<file path="src/rtl/pong_game_ctrl.sv">
// Pong game sequencer: start/serve/play/point/game-over flow, scoring and
// frame-paced serve and post-point pauses. Every output comes straight from a flop.
module pong_game_ctrl #(
    parameter int SCORE_LIMIT  = 9,
    parameter int SERVE_FRAMES = 60,
    parameter int POINT_FRAMES = 120
) (
    input  logic       i_Clk,
    input  logic       i_Rst_n,
    input  logic       i_frame_tick,
    input  logic       i_start,
    input  logic       i_left_miss,
    input  logic       i_right_miss,
    output logic       o_ball_enable,
    output logic       o_ball_reset,
    output logic       o_serve_dir,
    output logic [3:0] o_left_score,
    output logic [3:0] o_right_score,
    output logic       o_game_over,
    output logic       o_winner,
    output logic [2:0] o_state
);

    typedef enum logic [2:0] {
        ST_IDLE  = 3'd0,
        ST_SERVE = 3'd1,
        ST_PLAY  = 3'd2,
        ST_POINT = 3'd3,
        ST_OVER  = 3'd4
    } state_e;

    localparam logic [7:0] SERVE_LAST = 8'(SERVE_FRAMES - 1);
    localparam logic [7:0] POINT_LAST = 8'(POINT_FRAMES - 1);
    localparam logic [3:0] LIMIT      = 4'(SCORE_LIMIT);

    state_e     state_q, state_d;
    logic [7:0] cnt_q, cnt_d;
    logic [3:0] left_q, left_d;
    logic [3:0] right_q, right_d;
    logic       ball_enable_q, ball_enable_d;
    logic       ball_reset_q, ball_reset_d;
    logic       serve_dir_q, serve_dir_d;
    logic       game_over_q, game_over_d;
    logic       winner_q, winner_d;
    logic       start_prev_q, start_prev_d;
    logic       start_evt;
    logic [7:0] cnt_inc;

    assign start_evt = i_start & ~start_prev_q;
    assign cnt_inc   = (cnt_q == 8'hFF) ? cnt_q : cnt_q + 8'd1;

    // NOTE: every _d gets a default before the case so no path can infer a latch.
    always_comb begin
        state_d      = state_q;
        cnt_d        = cnt_q;
        left_d       = left_q;
        right_d      = right_q;
        serve_dir_d  = serve_dir_q;
        game_over_d  = game_over_q;
        winner_d     = winner_q;
        ball_reset_d = 1'b0;
        start_prev_d = i_start;

        case (state_q)
            ST_IDLE: begin
                left_d  = 4'd0;
                right_d = 4'd0;
                if (start_evt) begin
                    state_d      = ST_SERVE;
                    cnt_d        = 8'd0;
                    serve_dir_d  = 1'b0;
                    ball_reset_d = 1'b1;
                end
            end
            ST_SERVE: begin
                if (i_frame_tick) begin
                    if (cnt_q == SERVE_LAST) state_d = ST_PLAY;
                    else                     cnt_d   = cnt_inc;
                end
            end
            ST_PLAY: begin
                if (i_left_miss || i_right_miss) begin
                    state_d = ST_POINT;
                    cnt_d   = 8'd0;
                    // Simultaneous misses cancel: pause, but nobody scores.
                    if (i_left_miss && !i_right_miss) begin
                        if (right_q != LIMIT) right_d = right_q + 4'd1;
                        serve_dir_d = 1'b0;
                    end else if (i_right_miss && !i_left_miss) begin
                        if (left_q != LIMIT) left_d = left_q + 4'd1;
                        serve_dir_d = 1'b1;
                    end
                end
            end
            ST_POINT: begin
                if (i_frame_tick) begin
                    if (cnt_q == POINT_LAST) begin
                        if (left_q == LIMIT || right_q == LIMIT) begin
                            state_d     = ST_OVER;
                            game_over_d = 1'b1;
                            winner_d    = (right_q == LIMIT);
                        end else begin
                            state_d      = ST_SERVE;
                            cnt_d        = 8'd0;
                            ball_reset_d = 1'b1;
                        end
                    end else begin
                        cnt_d = cnt_inc;
                    end
                end
            end
            ST_OVER: begin
                if (start_evt) begin
                    state_d      = ST_SERVE;
                    cnt_d        = 8'd0;
                    left_d       = 4'd0;
                    right_d      = 4'd0;
                    game_over_d  = 1'b0;
                    serve_dir_d  = 1'b0;
                    ball_reset_d = 1'b1;
                end
            end
            default: state_d = ST_IDLE;
        endcase

        ball_enable_d = (state_d == ST_PLAY);
    end

    // NOTE: sequential state uses non-blocking assignments only.
    always_ff @(posedge i_Clk or negedge i_Rst_n) begin
        if (!i_Rst_n) begin
            state_q       <= ST_IDLE;
            cnt_q         <= 8'd0;
            left_q        <= 4'd0;
            right_q       <= 4'd0;
            ball_enable_q <= 1'b0;
            ball_reset_q  <= 1'b0;
            serve_dir_q   <= 1'b0;
            game_over_q   <= 1'b0;
            winner_q      <= 1'b0;
            start_prev_q  <= 1'b1; // a switch held high across reset is not a start
        end else begin
            state_q       <= state_d;
            cnt_q         <= cnt_d;
            left_q        <= left_d;
            right_q       <= right_d;
            ball_enable_q <= ball_enable_d;
            ball_reset_q  <= ball_reset_d;
            serve_dir_q   <= serve_dir_d;
            game_over_q   <= game_over_d;
            winner_q      <= winner_d;
            start_prev_q  <= start_prev_d;
        end
    end

    assign o_state       = state_q;
    assign o_left_score  = left_q;
    assign o_right_score = right_q;
    assign o_ball_enable = ball_enable_q;
    assign o_ball_reset  = ball_reset_q;
    assign o_serve_dir   = serve_dir_q;
    assign o_game_over   = game_over_q;
    assign o_winner      = winner_q;

endmodule
</file>
<file path="config.mk">
export PLATFORM = sky130hd
export DESIGN_NAME = pong_game_ctrl
export DESIGN_NICKNAME = d
export VERILOG_FILES = /design/src/rtl/pong_game_ctrl.sv
export SDC_FILE = /design/constraint.sdc
export NUM_CORES = 1
export LEC_CHECK = 0
export ABC_AREA = 1
export CAP_MARGIN = 20
export CORE_MARGIN = 5
export CORE_UTILIZATION = 55
export DETAILED_ROUTE_END_ITERATION = 12
export PLACE_DENSITY = 0.8
export REMOVE_ABC_BUFFERS = 1
export SLEW_MARGIN = 20
export SYNTH_ARGS = -nofsm -noshare
export SYNTH_HDL_FRONTEND = slang
export SYNTH_SLANG_ARGS = --single-unit
</file>
<file path="constraint.sdc">
create_clock -name i_Clk -period 2 [get_ports i_Clk]
set_input_delay 0.3 -clock i_Clk [delete_from_list [all_inputs] [get_ports i_Clk]]
set_output_delay 0.3 -clock i_Clk [all_outputs]
set_load 0.02 [all_outputs]
</file>
; ---- After elaboration in Yosys (flattened, before gate mapping)
; Cells that the tools add are included.
[word_totals]
reg_bits = 25
input_bits = 6
output_inout_bits = 16
word_cells = 101
[classes]
n_addsub = 3
n_eq_ne = 27
mux = 41
n_bitwise = 2
n_reduce_logical = 18
[op_table]
columns = op, n
row1 = $mux W8, 8
row2 = $mux W4, 8
row3 = $pmux W8 S4, 1
row4 = $ne A2 B2 Y1 const B, 12
row5 = $pmux W4 S3, 2
row6 = $mux W3, 7
row7 = $pmux W3 S4, 1
row8 = $mux W1, 11
row9 = $reduce_and A5 Y1, 2
row10 = $eq A3 B2 Y1 const B, 3
row11 = $add A4 B1 Y4 const B, 2
row12 = $add A8 B1 Y8 const B, 1
row13 = $eq A4 B4 Y1 const B, 2
row14 = $eq A8 B6 Y1 const B, 1
row15 = $eq A8 B7 Y1 const B, 1
row16 = $eq A8 B8 Y1 const B, 1
row17 = $ne A4 B4 Y1 const B, 2
row18 = $reduce_and A4 Y1, 2
row19 = $reduce_and A7 Y1, 1
row20 = $ne A3 B3 Y1 const B, 2
row21 = $pmux W1 S2, 3
row22 = $reduce_and A6 Y1, 1
row23 = $reduce_bool A2 Y1, 2
row24 = $reduce_bool A4 Y1, 1
row25 = 11 further kinds, 14

; ---- Depth between registers and ports, before layout
[logic_depth]
word_depth = 7
mapped_depth = 11
mapped_depth_nobuf = 11

; ---- Least setup slack after synthesis
; OpenSTA, ideal clock, no wires.
[synth_path]
path_kind = flip-flop to flip-flop
start = register right_q[1], in the netlist o_right_score[1]
end = register cnt_q[2]
setup_time_ps = 124
arrival_time_ps = 1382
required_time_ps = 1876
path_slack_ps = 494
stages_incl_launch_ff = 12
n_path_buf = 1
period_less_slack_ps = 1506
cell_sequence = dfrtp_1 > inv_1 > ha_1 > nand3_1 > nand2_1 > nand2_1 > nor2_4 > inv_2 > nand3_2 > buf_6 > nand2_1 > o21ai_1
[synth_via]
elab_chain_len = 4
[synth_lines]
columns = element, line_no
row1 = from (decl), 39  ; logic [3:0] right_q, right_d;
row2 = from (signal assigned), 146  ; right_q <= right_d;
row3 = $eq A4 B4 Y1, 98  ; if (left_q == LIMIT || right_q == LIMIT) begin
row4 = $logic_or A1 B1 Y1, 98
row5 = $ne A3 B3 Y1 (no line), n/a
row6 = $reduce_and A7 Y1 (no line), n/a
row7 = to (signal assigned), 144  ; cnt_q <= cnt_d;
row8 = to (decl), 37  ; logic [7:0] cnt_q, cnt_d;
; No other way between the ends.
; A chain may end at the register's enable or synchronous reset.

; ---- Worst setup path after layout
[layout_path]
start = register state_q[1], in the netlist o_state[1]
end = output port o_state[1]
[layout_rtl]
columns = element, line_no
row1 = from (decl), 36  ; state_e state_q, state_d;
row2 = from (signal assigned), 143  ; state_q <= state_d;
row3 = to (decl), 21  ; output logic [2:0] o_state
; No word-level cell between the ends.

==> flow_summary.toml <==
[worst_setup_path]
timing.critical_path.buf_inv = 1
worstSetupStartpoint = "o_state[1]"
crit_type = "flip-flop to primary output"
start_kind = "flip-flop"
crit_path_max_incr_delay_ns = 0.65
crit_path_top_delay_cell = "clkdlybuf4s50_1"
worst-endpoint-arrival_ns = 1.47
timing.critical_path.required_ns = 1.70
r2r_start = "cnt_q[1]"
cp-end-kind = "primary output"
cp_top_family = "buffers and inverters"
path_cells = "clkdlybuf4s50_1"
crit_path_max_fanout = 7

[timing]
setup-violations-final = 0
finalHoldViolCount = 0
timing.final.max_slew_violations = 0
rsz0062_at_grt = "no"
timing.slew.headroom = 0.7510
timing.clock.skew_ns = 0.009641
setup_tns_ns = 0
worst_pin_slew_ns = 0.3713
finalHoldWorstSlack_ns = 0.3428
achievable-frequency_ghz = 0.5645
min_clock_period_post_route_ns = 1.771
finalCritPeriodShare = 0.8857

[final_layout]
num_antenna_cells = 0
area_delta_synth_final_pct = 17.99
layout.cells.most_common = "nand2_1"
post_route_cells_drive_above_1_share = 0.09294
mostFrequentLayoutCells = "nand2_1 (83), nand3_1 (30), inv_1 (27)"
multi_input_area_sq_um = 925.9
filler_cell_count = 272
final_net_count = 284
register_area_sq_um = 626.9
post-route-cell-area_sq_um = 1986
final-instance-count-excl-fill = 302

[die]
floorplan.die.width_um = 65.32
floorplan.io_pins = 22
die_h_um = 65.32
floorplan.initialDensity = 0.5604
standard_cell_row_count = 20
dieArea_sq_um = 4266
placeableCoreArea_sq_um = 3003

[global_routing]
globalRoute.busiestLayer = "met2"
largest_net_degree_at_the_start_of_global_routing = 26
wire_length_of_the_first_global_routing_pass_um = 6299
vias_in_the_first_global_route = 1412
grt_antenna_before_repair = 0
grt.total_usage = 0.1885
met2_usage = 0.2971
grt_total_ovfl = 0
grt_use_met1 = 0.2638
met3_usage = 0.02906

[routing]
drtIter0Drc = 131
detail_route.drc_violations = 0
routed-via-count = 1548
final_antenna_net_count = 0
drt_wl_total_um = 3443
detailedRoute.firstPassIterationCount = 4
detail_route.vias_per_cell = 5.126
post_drt_wl_per_cell_um = 11.40

[placement]
place.detailed.instances = 298
detailed_place.area_sq_um = 1958
dp_hpwl_um = 2679
io_buffer_count = 21
routabilityCongestion = 0.9181

[yosys]
synth_seq_area_share = 0.3725
synth.cell_area_sq_um = 1683
yosys_register_bits = 25
post_synth.cell_area_avg_sq_um = 6.983
gate_count_after_technology_mapping = 241
post_synth_num_cell_types = 26
synth.yosys.warnings = 0

[clock_network]
cts-root-buf = "clkbuf_4"
numCtsBuffers = 3
clock_latency_ns = 0.32
htree_levels = 1
tritoncts = "done"
post_cts_resized = 0
clk_path_buf_depth = 2
clock_tree_sinks = 25
hold_buffers = 0
postCtsSetupBuffers = 0
clkSlewWorstSetupHoldPaths_ns = 0.14

[power_and_ir_drop]
power.ir.vdd_worst_mv = 0.5766
leakagePower_uw = 0.001061
power_uw = 1743
p_per_cell_area_nw_per_um2 = 878.0

[hold_path]
worst_hold_path_type = "input port to async pin"

[run]
cap_viol_max_count = 0

[run_status]
status = "complete, no violations"
-- state kept, by name (all words and copies together), names as in the netlist --
signal / cells
o_state: 3
o_ball_enable: 1
o_serve_dir: 1
cnt_q: 8
start_prev_q: 1
o_winner: 1
o_right_score: 4
o_ball_reset: 1
o_left_score: 4
o_game_over: 1
-- area by class of cell --
| type | instances | area share |
|---|---|---|
| Multi-Input combinational cell | 184 | 0.4663 |
| Sequential cell | 25 | 0.3157 |
| Timing Repair Buffer | 27 | 0.1285 |
| Inverter | 29 | 0.05482 |
| Tap cell | 33 | 0.02079 |
| Clock buffer | 3 | 0.01134 |
| Clock inverter | 1 | 0.002520 |
-- cells in the mapped netlist --
library cell	number	area [sq um]
nand4_1	5	31.28
buf_6	1	11.26
nor2_4	1	11.26
nand2_2	2	12.51
ha_1	8	100.1
and3_1	1	6.260
o21bai_1	2	15.01
nand3_1	30	150.1
o31ai_2	1	12.51
dfrtp_1	24	600.6
buf_2	2	10.01
nor2_2	4	25.02
nand3b_1	1	7.510
o21ai_0	9	45.04
xor2_1	6	52.55
inv_1	27	101.4
nor3_1	1	5.000
o31ai_1	1	7.510
nor2_1	20	75.07
nand3_2	2	20.02
nand2_1	83	311.6
or2_2	2	12.51
inv_2	2	7.510
o21ai_1	2	10.01
dfstp_2	1	26.28
a21oi_1	3	15.01
-- routing by layer --
layer | share of wire | wire [um]
met1 | 0.50 | 1710
met2 | 0.46 | 1600
met3 | 0.032 | 110
met4 | 0.0061 | 21
met5 | 0 | 0
-- cells by family (layout without fill, tap and decap cells) --
| logic type | Yosys count | count (layout) | synth area share |
|---|---|---|---|
| flip-flops | 25 | 25 | 0.3725 |
| AND/OR/NAND/NOR | 152 | 152 | 0.3970 |
| adder cells (fa/ha/maj) | 8 | 8 | 0.05948 |
| AO/OA/AOI/OAI | 18 | 18 | 0.06245 |
| XOR/XNOR | 6 | 6 | 0.03123 |
| buffers and inverters | 32 | 60 | 0.07733 |
-- worst paths after layout --
check                      slack, ns            to  depth (start not counted)
max in group asynchronous       1.38  start_prev_q                          2
hold reg to reg                 0.49   o_game_over                          2
setup reg to reg                0.30      cnt_q[6]                         10
min in group i_Clk              0.40  start_prev_q                          1
setup / recovery                0.23    o_state[1]                          1
hold / removal                  0.34  o_ball_reset                          2
-- through the flow --
stage | worst slack (ns) | utilization
2_1_floorplan | 0.1656 | -
3_3_place_gp | 0.01201 | 0.6521
3_5_place_dp | -0.05873 | 0.6521
4_1_cts | 0.2234 | 0.6613
5_1_grt | 0.07963 | 0.6613
6_report | 0.2286 | 0.6613
-- report_power, final --
| part | switching, uW | internal [uW] |
|---|---|---|
| logic | 511 | 326 |
| clock network | 153 | 74.9 |
| registers | 98.3 | 580 |
| total | 762 | 981 |
No activity file was read; power rests on OpenSTA's default activity.
